## src/rtl/accel_bus_master.sv

```systemverilog
// Host-side initiator for the lane-detection accelerator bus: packs RGB pixels into
// 32-bit writes, polls the output-valid register, then streams the lane map back out.
module accel_bus_master #(
  parameter int IN_WIDTH       = 512,
  parameter int IN_HEIGHT      = 256,
  parameter int OUT_WIDTH      = 64,
  parameter int OUT_HEIGHT     = 32,
  parameter int AXI_ADDR_WIDTH = 20,
  parameter int OFFSET_OUTPUT  = 393216,
  parameter int OFFSET_OVALID  = 395264,
  parameter int OFFSET_RESET   = 395272,
  parameter int POLL_INTERVAL  = 16,
  parameter int TIMEOUT_POLLS  = 65535
) (
  input  logic                      clk,
  input  logic                      rst_n,
  input  logic                      start,
  input  logic                      soft_reset_en,
  input  logic [23:0]               pix_data,
  input  logic                      pix_valid,
  output logic                      pix_ready,
  output logic [31:0]               out_data,
  output logic                      out_valid,
  input  logic                      out_ready,
  output logic                      busy,
  output logic                      done,
  output logic                      error,
  output logic [31:0]               axi_wr_data,
  output logic [AXI_ADDR_WIDTH-1:0] axi_wr_addr,
  output logic                      axi_wr_en,
  output logic [3:0]                axi_wr_strobe,
  output logic [AXI_ADDR_WIDTH-1:0] axi_rd_addr,
  output logic                      axi_rd_en,
  input  logic [31:0]               axi_rd_data
);

  localparam int NPIX   = IN_WIDTH * IN_HEIGHT;
  localparam int NOUT   = OUT_WIDTH * OUT_HEIGHT / 4;
  localparam int PIX_W  = $clog2(NPIX + 1);
  localparam int OUT_W  = $clog2(NOUT + 1);
  localparam int POLL_W = $clog2(TIMEOUT_POLLS + 1);
  localparam int WAIT_W = $clog2(((POLL_INTERVAL > 16) ? POLL_INTERVAL : 16) + 1);
  localparam int WIDX_W = AXI_ADDR_WIDTH - 2;

  localparam logic [AXI_ADDR_WIDTH-1:0] ADDR_OUTPUT = AXI_ADDR_WIDTH'(OFFSET_OUTPUT);
  localparam logic [AXI_ADDR_WIDTH-1:0] ADDR_OVALID = AXI_ADDR_WIDTH'(OFFSET_OVALID);
  localparam logic [AXI_ADDR_WIDTH-1:0] ADDR_RESET  = AXI_ADDR_WIDTH'(OFFSET_RESET);
  localparam logic [WAIT_W-1:0]         SRST_WAIT   = WAIT_W'(16);
  localparam logic [WAIT_W-1:0]         POLL_LAST   = WAIT_W'(POLL_INTERVAL - 1);
  localparam logic [POLL_W-1:0]         POLL_MAX    = POLL_W'(TIMEOUT_POLLS - 1);
  localparam logic [OUT_W-1:0]          NOUT_C      = OUT_W'(NOUT);
  localparam logic [OUT_W-1:0]          NOUT_LAST   = OUT_W'(NOUT - 1);
  localparam logic [PIX_W-1:0]          NPIX_C      = PIX_W'(NPIX);

  typedef enum logic [2:0] {S_IDLE, S_SRST, S_LOAD, S_POLL, S_READ, S_DONE} state_e;

  state_e                    state_q, state_d;
  logic                      error_q, error_d;
  logic [47:0]               buf_q, buf_d;
  logic [2:0]                h_q, h_d;
  logic [PIX_W-1:0]          pix_left_q, pix_left_d;
  logic [WIDX_W-1:0]         word_idx_q, word_idx_d;
  logic [WAIT_W-1:0]         wait_q, wait_d;
  logic [POLL_W-1:0]         poll_q, poll_d;
  logic                      sample_q, sample_d;
  logic [OUT_W-1:0]          rd_idx_q, rd_idx_d;
  logic [OUT_W-1:0]          acc_q, acc_d;
  logic [31:0]               out_data_q, out_data_d;
  logic                      out_valid_q, out_valid_d;
  logic                      wr_en_q, wr_en_d;
  logic [AXI_ADDR_WIDTH-1:0] wr_addr_q, wr_addr_d;
  logic [31:0]               wr_data_q, wr_data_d;
  logic [3:0]                wr_strobe_q, wr_strobe_d;
  logic                      rd_en_q, rd_en_d;
  logic [AXI_ADDR_WIDTH-1:0] rd_addr_q, rd_addr_d;

  logic        w_now;
  logic [2:0]  h_rem;
  logic [47:0] buf_rem;
  logic        accept;

  // A full word leaves the buffer this cycle whenever four bytes are held.
  assign w_now     = (h_q >= 3'd4);
  assign h_rem     = w_now ? (h_q - 3'd4) : h_q;
  assign buf_rem   = w_now ? {32'd0, buf_q[47:32]} : buf_q;
  assign pix_ready = (state_q == S_LOAD) && (h_rem < 3'd4) && (pix_left_q != '0);
  assign accept    = pix_valid && pix_ready;

  assign busy          = (state_q != S_IDLE);
  assign done          = (state_q == S_DONE);
  assign error         = error_q;
  assign out_data      = out_data_q;
  assign out_valid     = out_valid_q;
  assign axi_wr_en     = wr_en_q;
  assign axi_wr_addr   = wr_addr_q;
  assign axi_wr_data   = wr_data_q;
  assign axi_wr_strobe = wr_strobe_q;
  assign axi_rd_en     = rd_en_q;
  assign axi_rd_addr   = rd_addr_q;

  always_comb begin
    state_d     = state_q;
    error_d     = error_q;
    buf_d       = buf_q;
    h_d         = h_q;
    pix_left_d  = pix_left_q;
    word_idx_d  = word_idx_q;
    wait_d      = wait_q;
    poll_d      = poll_q;
    sample_d    = rd_en_q;
    rd_idx_d    = rd_idx_q;
    acc_d       = acc_q;
    out_data_d  = out_data_q;
    out_valid_d = out_valid_q;
    wr_en_d     = 1'b0;
    wr_addr_d   = wr_addr_q;
    wr_data_d   = wr_data_q;
    wr_strobe_d = wr_strobe_q;
    rd_en_d     = 1'b0;
    rd_addr_d   = rd_addr_q;

    unique case (state_q)
      S_IDLE: begin
        if (start) begin
          error_d    = 1'b0;
          buf_d      = '0;
          h_d        = '0;
          pix_left_d = NPIX_C;
          word_idx_d = '0;
          wait_d     = '0;
          poll_d     = '0;
          rd_idx_d   = '0;
          acc_d      = '0;
          if (soft_reset_en) begin
            state_d     = S_SRST;
            wr_en_d     = 1'b1;
            wr_addr_d   = ADDR_RESET;
            wr_data_d   = 32'd1;
            wr_strobe_d = 4'h1;
          end else begin
            state_d = S_LOAD;
          end
        end
      end
      S_SRST: begin
        if (wait_q == SRST_WAIT) state_d = S_LOAD;
        else                     wait_d  = wait_q + WAIT_W'(1);
      end
      S_LOAD: begin
        if (w_now) begin
          wr_en_d     = 1'b1;
          wr_addr_d   = {word_idx_q, 2'b00};
          wr_data_d   = buf_q[31:0];
          wr_strobe_d = 4'hF;
          word_idx_d  = word_idx_q + WIDX_W'(1);
        end
        buf_d = buf_rem;
        h_d   = h_rem;
        if (accept) begin
          buf_d      = buf_rem | (48'(pix_data) << {h_rem, 3'b000});
          h_d        = h_rem + 3'd3;
          pix_left_d = pix_left_q - PIX_W'(1);
        end
        if (pix_left_q == '0 && h_q == '0) begin
          state_d = S_POLL;
          wait_d  = '0;
        end
      end
      S_POLL: begin
        // Sequence per poll: idle interval, read strobe, then sample with address held.
        if (sample_q) begin
          wait_d = '0;
          if (axi_rd_data[0]) begin
            state_d = S_READ;
          end else if (poll_q == POLL_MAX) begin
            error_d = 1'b1;
            state_d = S_DONE;
          end else begin
            poll_d = poll_q + POLL_W'(1);
          end
        end else if (!rd_en_q) begin
          if (wait_q == POLL_LAST) begin
            rd_en_d   = 1'b1;
            rd_addr_d = ADDR_OVALID;
          end else begin
            wait_d = wait_q + WAIT_W'(1);
          end
        end
      end
      S_READ: begin
        if (out_valid_q && out_ready) begin
          out_valid_d = 1'b0;
          acc_d       = acc_q + OUT_W'(1);
          if (acc_q == NOUT_LAST) state_d = S_DONE;
        end
        if (sample_q) begin
          out_data_d  = axi_rd_data;
          out_valid_d = 1'b1;
        end
        // One read in flight at a time, so the word always lands in a free register.
        if (!rd_en_q && !sample_q && rd_idx_q != NOUT_C && (!out_valid_q || out_ready)) begin
          rd_en_d   = 1'b1;
          rd_addr_d = ADDR_OUTPUT + AXI_ADDR_WIDTH'({rd_idx_q, 2'b00});
          rd_idx_d  = rd_idx_q + OUT_W'(1);
        end
      end
      S_DONE: state_d = S_IDLE;
      default: state_d = S_IDLE;
    endcase
  end

  always_ff @(posedge clk or negedge rst_n) begin
    if (!rst_n) begin
      state_q     <= S_IDLE;
      error_q     <= 1'b0;
      buf_q       <= '0;
      h_q         <= '0;
      pix_left_q  <= '0;
      word_idx_q  <= '0;
      wait_q      <= '0;
      poll_q      <= '0;
      sample_q    <= 1'b0;
      rd_idx_q    <= '0;
      acc_q       <= '0;
      out_data_q  <= '0;
      out_valid_q <= 1'b0;
      wr_en_q     <= 1'b0;
      wr_addr_q   <= '0;
      wr_data_q   <= '0;
      wr_strobe_q <= '0;
      rd_en_q     <= 1'b0;
      rd_addr_q   <= '0;
    end else begin
      state_q     <= state_d;
      error_q     <= error_d;
      buf_q       <= buf_d;
      h_q         <= h_d;
      pix_left_q  <= pix_left_d;
      word_idx_q  <= word_idx_d;
      wait_q      <= wait_d;
      poll_q      <= poll_d;
      sample_q    <= sample_d;
      rd_idx_q    <= rd_idx_d;
      acc_q       <= acc_d;
      out_data_q  <= out_data_d;
      out_valid_q <= out_valid_d;
      wr_en_q     <= wr_en_d;
      wr_addr_q   <= wr_addr_d;
      wr_data_q   <= wr_data_d;
      wr_strobe_q <= wr_strobe_d;
      rd_en_q     <= rd_en_d;
      rd_addr_q   <= rd_addr_d;
    end
  end

endmodule

```

## config.mk

```make
export PLATFORM = sky130hd
export DESIGN_NAME = accel_bus_master
export DESIGN_NICKNAME = d
export VERILOG_FILES = /design/src/rtl/accel_bus_master.sv
export SDC_FILE = /design/constraint.sdc
export NUM_CORES = 1
export LEC_CHECK = 0
export BUFFER_PORTS_ARGS = -buffer_cell sky130_fd_sc_hd__buf_4
export CAP_MARGIN = 20
export CORE_AREA = 2 2 198 151
export CTS_CLUSTER_DIAMETER = 100
export DETAILED_ROUTE_END_ITERATION = 8
export DIE_AREA = 0 0 200 153
export PLACE_DENSITY = 0.64
export SYNTH_ARGS = -nofsm -noshare
export SYNTH_HDL_FRONTEND = slang
export SYNTH_SLANG_ARGS = --single-unit
```

## constraint.sdc

```tcl
create_clock -name clk -period 3.1 [get_ports clk]
set_input_delay 0.31 -clock clk [delete_from_list [all_inputs] [get_ports clk]]
set_output_delay 0.31 -clock clk [all_outputs]
set_load 0.02 [all_outputs]
```

* Word-level counts from Yosys, hierarchy flattened
Cells that the tools add are included.
** Storage, ports and cells
- Register bits after elaboration :: 244
- Bits of input ports :: 62
- Output and inout port bits :: 115
- Word-level logic and storage cells :: 172
** Cells by class
- $add $sub $neg :: 9
- Order comparisons :: 2
- Eq/ne operators :: 30
- Shifts and indexed selects :: 1
- Multiplexer cells :: 74
- Bitwise operators :: 1
- Reduce and logical (&&, ||, !) cells :: 36
** Operators by type and width (number)
- 48-bit 2-to-1 mux :: 3
- 20-bit 2-to-1 mux :: 7
- 32-bit 2-to-1 mux :: 3
- 48-bit case mux with 2 select lines :: 1
- 20-bit case mux with 2 select lines :: 2
- 18-bit 2-to-1 mux :: 4
- 18-bit case mux with 2 select lines :: 2
- 16-bit 2-to-1 mux :: 4
- 32-bit case mux with 2 select lines :: 1
- 48-bit OR :: 1
- 24-bit by 6-bit << shifter with 48-bit output :: 1
- 10-bit case mux with 2 select lines :: 2
- 3-bit 2-to-1 mux :: 11
- 2-bit != test (second input constant) :: 16
- 16-bit case mux with 2 select lines :: 1
- 10-bit 2-to-1 mux :: 3
- 5-bit 2-to-1 mux :: 6
- 10-bit by 1-bit adder with 10-bit output (second input constant) :: 2
- 19-bit by 12-bit adder with 20-bit output (first input constant) :: 1
- 5-bit case mux with 4 select lines :: 1
- 18-bit by 1-bit adder with 18-bit output (second input constant) :: 1
- 18-bit zero test :: 1
- 18-bit nonzero test :: 1
- 18-bit by 1-bit subtractor with 18-bit output (second input constant) :: 1
- 36 further kinds :: 77

* Longest topological paths before layout
- Depth after elaboration :: 8
- Depth in mapped cells :: 8
- Mapped depth without buffers :: 8

* Worst setup path before layout
Ideal clock, no wire load.
- Kind :: reg-to-reg
- From :: register pix_left_q[0]
- To :: register wait_q[0]
- Setup time :: 128 ps
- Arrival time :: 2216 ps
- Data required time :: 2972 ps
- Slack :: 757 ps
- Stages on the path, launching flop included :: 8
- Path buffers :: 0
- Period minus slack after synthesis :: 2343 ps
- Cell sequence :: dfrtp_1 > inv_1 > ha_1 > or4b_1 > nor3_1 > a31oi_1 > or2_1 > mux2_1
** Between the ends
- Word-level cells in the longest chain between the ends :: 4
** Ends and longest elaborated chain
- from (decl) :: line 61 : logic [PIX_W-1:0] pix_left_q, pix_left_d;
- from (signal assigned) :: line 238 : pix_left_q <= pix_left_d;
- 18-bit zero test :: line 164 : if (pix_left_q == '0 && h_q == '0) begin
- 1-bit logical AND :: line 164
- 2-bit by 1-bit != test with 1-bit output (no line)
- 6-bit AND reduction (no line)
- to (signal assigned) :: line 240 : wait_q <= wait_d;
- to (decl) :: line 63 : logic [WAIT_W-1:0] wait_q, wait_d;
Every way passes these cells.
A chain may end at the register's enable or synchronous reset.

* Worst setup path after layout
- From :: register pix_left_q[0]
- To :: output port pix_ready
** Between the ends
- Word-level cells in the longest chain between the ends :: 2
** Ends and longest elaborated chain
- 18-bit nonzero test :: line 86 : assign pix_ready = (state_q == S_LOAD) && (h_rem < 3'd4) && (pix_left_q != '0);
- 1-bit logical AND :: line 86
- to (decl) :: line 21 : output logic pix_ready,
Every way passes these cells.

==> metrics.csv <==
metric,value,unit
clock group share of total power,26.6,%
vias,8283,
die area,0.03060,mm^2
setup violators final,0,
Initial Util,36.47,%
combinational share of power,35.3,%
RSZ-0062 raised after global routing,no,
largest net degree at the start of global routing,84,
crit path cell chain,"inv_1, ha_1, or4b_1, nor3_1, a21oi_1, buf_4",
r2r endpoint,wait_q[0],
kind of critical path,flop to output pin,
GR Layer Usage met3,4.501,%
depth of the worst register-to-register path,7,
Post-synth EDFFs,0,
met2 usage in global routing,25.61,%
site row count,54,
antenna violations before repair,0,
main combinational cell family by area after synthesis,compound AO/OA/AOI/OAI gates,
f_max,352.2,MHz
"wirelength, routed",27.02,mm
Clock Path Buffers,3,
post-synthesis mux area share,5.579,%
Final Power,11.52,mW
Seq pwr share,38.1,%
"Cell Area, Synth",0.01047,mm^2
"Max FO, Critical Path",5,
die height,153,um
remaining global-route overflow,0,
crit path launch type,flop,
Final nets,1247,
post-CTS setup buffer count,0,
IO Count,177,
drt pass-1 iters,5,
outcome,"finished, final reports clean",
CTS Buf Count,25,
TritonCTS clock tree,built,
internal power,7.309,mW
Compound-Gate Fraction of Synth Area,16.83,%
largest stage delay on the critical path,530,ps
ys async rst share,100.0,%
main flop type after synthesis,dfrtp_1,
Final Cycle Share,91.60,%
Netlist cell types,63,
Worst IR Drop VDD,0.0004506,V
R2R Path Start,pix_left_q[0],
Hold Startpoint,pix_data[16],
fin crit period,2840,ps
Iter 0 DRT Violations,600,
root buffer cell,clkbuf_16,
PwrDens,861.2,mW/mm^2
vias in the first global route,7988,
"Clk pin slew, worst setup/hold paths",60,ps
Synth Area in Adders,1.553,%
syn_area_per_cell,10.73,um^2
Worst Hold End,buf_q[40],
total of max-cap violations,0,
CTS sink count,231,
Final Skew,9.301,ps
worst reg-to-reg setup slack,350,ps
Post-Synth Simple-Gate Area,13.91,%
hold depth,2,
Slowest cell on crit path,nor3_1,
Tot GR Track Use,17.98,%
Worst-Margin Slew,1009,ps
synth-to-layout area growth,27.70,%
register bit total from synthesis,231,
routed vias/inst,5.236,
leakage power figure,6.325,nW
DR WL/cell,17.08,um
Syn Inst Count,976,
chip width,200,um
gr busiest metal,met1,
Switching Power,4.210,mW
fillcell total,2645,
Synth area leaders,"dfrtp_1 (55%), a22o_1 (5.9%), mux2_2 (4.5%)",
Yosys warnings,0,
Port-buffer cells,166,
core footprint,0.02872,mm^2
first-pass GRT wire length,44.47,mm
DRC,0,
GR Util met1,27.54,%
Synth Area in XOR/XNOR,2.843,%
share of layout cells above drive strength 1,24.12,%
min-delay worst type,primary input to flop,
"Req. time, crit path",2790,ps
H-tree Lvls,1,
Critical Path End Type,output pin,
clk_lat worst skew,530,ps
"Hold Vio Cnt, Final",0,
switching part of the total power,36.55,%
# diodes,0,
Antenna Nets Post-Route,0,
Yosys top cell by area,dfrtp_1,
Slew HR,32.32,%
hpwl dp,18.50,mm
register area share after synthesis,55.19,%
"Buf+Inv Stages, Crit Path",2,
share of the synthesized area in the top cell type,55.19,%
Setup TNS,0,ps
CP top delay family,simple AND/OR/NAND/NOR gates,
Slew Limit Fails,0,
arrival time at the worst endpoint,2530,ps
RePlAce Congestion,0.8264,
## per-layer routing
metal,share of wire [%],wire [um]
met1,48,13020
met2,43,11530
met3,7.5,2039
met4,1.6,432
met5,0,0
## registers in the layout, indices dropped and copies added (netlist names)
| name | flops |
|---|---|
| axi_rd_en | 1 |
| axi_wr_en | 1 |
| h_q | 3 |
| sample_q | 1 |
| wait_q | 5 |
| acc_q | 10 |
| rd_idx_q | 10 |
| error | 1 |
| axi_wr_data | 32 |
| axi_wr_addr | 18 |
| pix_left_q | 18 |
| state_q | 3 |
| out_valid | 1 |
| out_data | 32 |
| word_idx_q | 18 |
| axi_wr_strobe | 2 |
| axi_rd_addr | 11 |
| buf_q | 48 |
| poll_q | 16 |
## layout make-up
class	count	area, um^2	area share, %
repair buffers	224	1804	13.49
clock buffers	34	699.4	5.229
clock inverters	11	141.4	1.057
inverters	34	127.6	0.9542
well taps	392	490.5	3.667
multi-input cells	656	4332	32.39
flip-flops and latches	231	5781	43.22
## metrics by stage
step / setup slack, ps / utilization, % / cell area, um^2 / hold slack [ps] / cells
floorplan: 756.9 / - / 10510 / 14.41 / 985
global placement: 529.9 / 42.40 / 12170 / 235.2 / 1501
detailed placement: 399.1 / 42.40 / 12170 / 227.7 / 1501
CTS: 262.3 / 46.58 / 13380 / 1.221 / 1582
global route: 78.61 / 46.58 / 13380 / 3.491 / 1582
finish: 260.4 / 46.58 / 13380 / 31.33 / 1582
## logic make-up (layout without fill, tap and decap cells)
| group | Yosys count | count (layout) |
|---|---|---|
| adders and majority gates | 13 | 13 |
| buffers and inverters | 98 | 303 |
| other | 1 | 10 |
| xor gates and xnor gates | 34 | 34 |
| and+or+nand+nor | 289 | 289 |
| AOI/OAI and AO/OA | 257 | 257 |
| DFF | 231 | 231 |
| muxes | 53 | 53 |
## how the worst max path moves through the flow
stage,startpoint,endpoint,slack [ps],depth (start not counted)
2_1_floorplan,pix_left_q[0],wait_q[0],760,7
3_3_place_gp,pix_left_q[0],pix_left_q[1],530,8
3_5_place_dp,pix_left_q[0],wait_q[0],400,7
4_1_cts,pix_left_q[0],pix_ready,260,6
5_1_grt,pix_left_q[0],pix_ready,80,6
6_report,pix_left_q[0],pix_ready,260,6
## synth_stat cells (all sizes together), types with 3 or more instances
cell	count
mux2i	10
o22a	4
or4b	5
nand3	36
nand2b	5
dfrtp	231
nor4	10
inv	34
ha	13
o31ai	7
nor3	21
o22ai	12
a22o	70
mux2	43
nand3b	3
o21ai	79
clkbuf	41
nand2	77
nor2	73
xor2	15
or3	14
xnor2	19
nor4b	4
a22oi	8
a31oi	11
and3	6
or2	6
a21o	12
a21oi	32
buf	23
nor3b	3
or4	3
nand4	14
o211ai	4
## what timing repair did
action,4_1_cts,5_1_grt
endpoints found under the hold margin,74,0
hold buffers,36,0
endpoints found under the setup margin,0,0
gates resized for setup,0,0
## power by group through the flow
stage | Combinational, mW | Clock [mW] | Sequential (mW)
after CTS | 4.08 | 3.16 | 4.38
final | 4.07 | 3.07 | 4.39
after floorplan | 2.20 | 0 | 4.69
after global placement | 3.96 | 0 | 4.41
after global routing | 4.46 | 3.29 | 4.51
after detailed placement | 4.03 | 0 | 4.42
## worst reg2reg max path: stages, from the launching register on
cell and delay, ps:
dfrtp_1 400, inv_1 90, ha_1 130, or4b_1 430, nor3_1 530, a31oi_1 340, or2_1 370, mux2_1 330
## cells in the final DEF, fill, tap and decap left out, types with 6 or more instances in the layout
master	n
a22o_1	70
mux2i_1	10
o21ai_0	78
dfrtp_1	231
conb_1	10
a22oi_1	8
nor4_1	9
a21o_1	12
clkbuf_16	25
o22ai_1	12
mux2_2	42
ha_1	13
and3_1	6
or3_1	14
nand3_1	36
nand2_1	77
inv_1	34
nor3_1	20
o31ai_1	7
buf_4	185
a31oi_1	11
dlygate4sd3_1	36
nor2_1	72
xor2_1	15
nand4_1	13
xnor2_1	19
a21oi_1	32
Note: power is estimated with default switching activity, not from simulation.
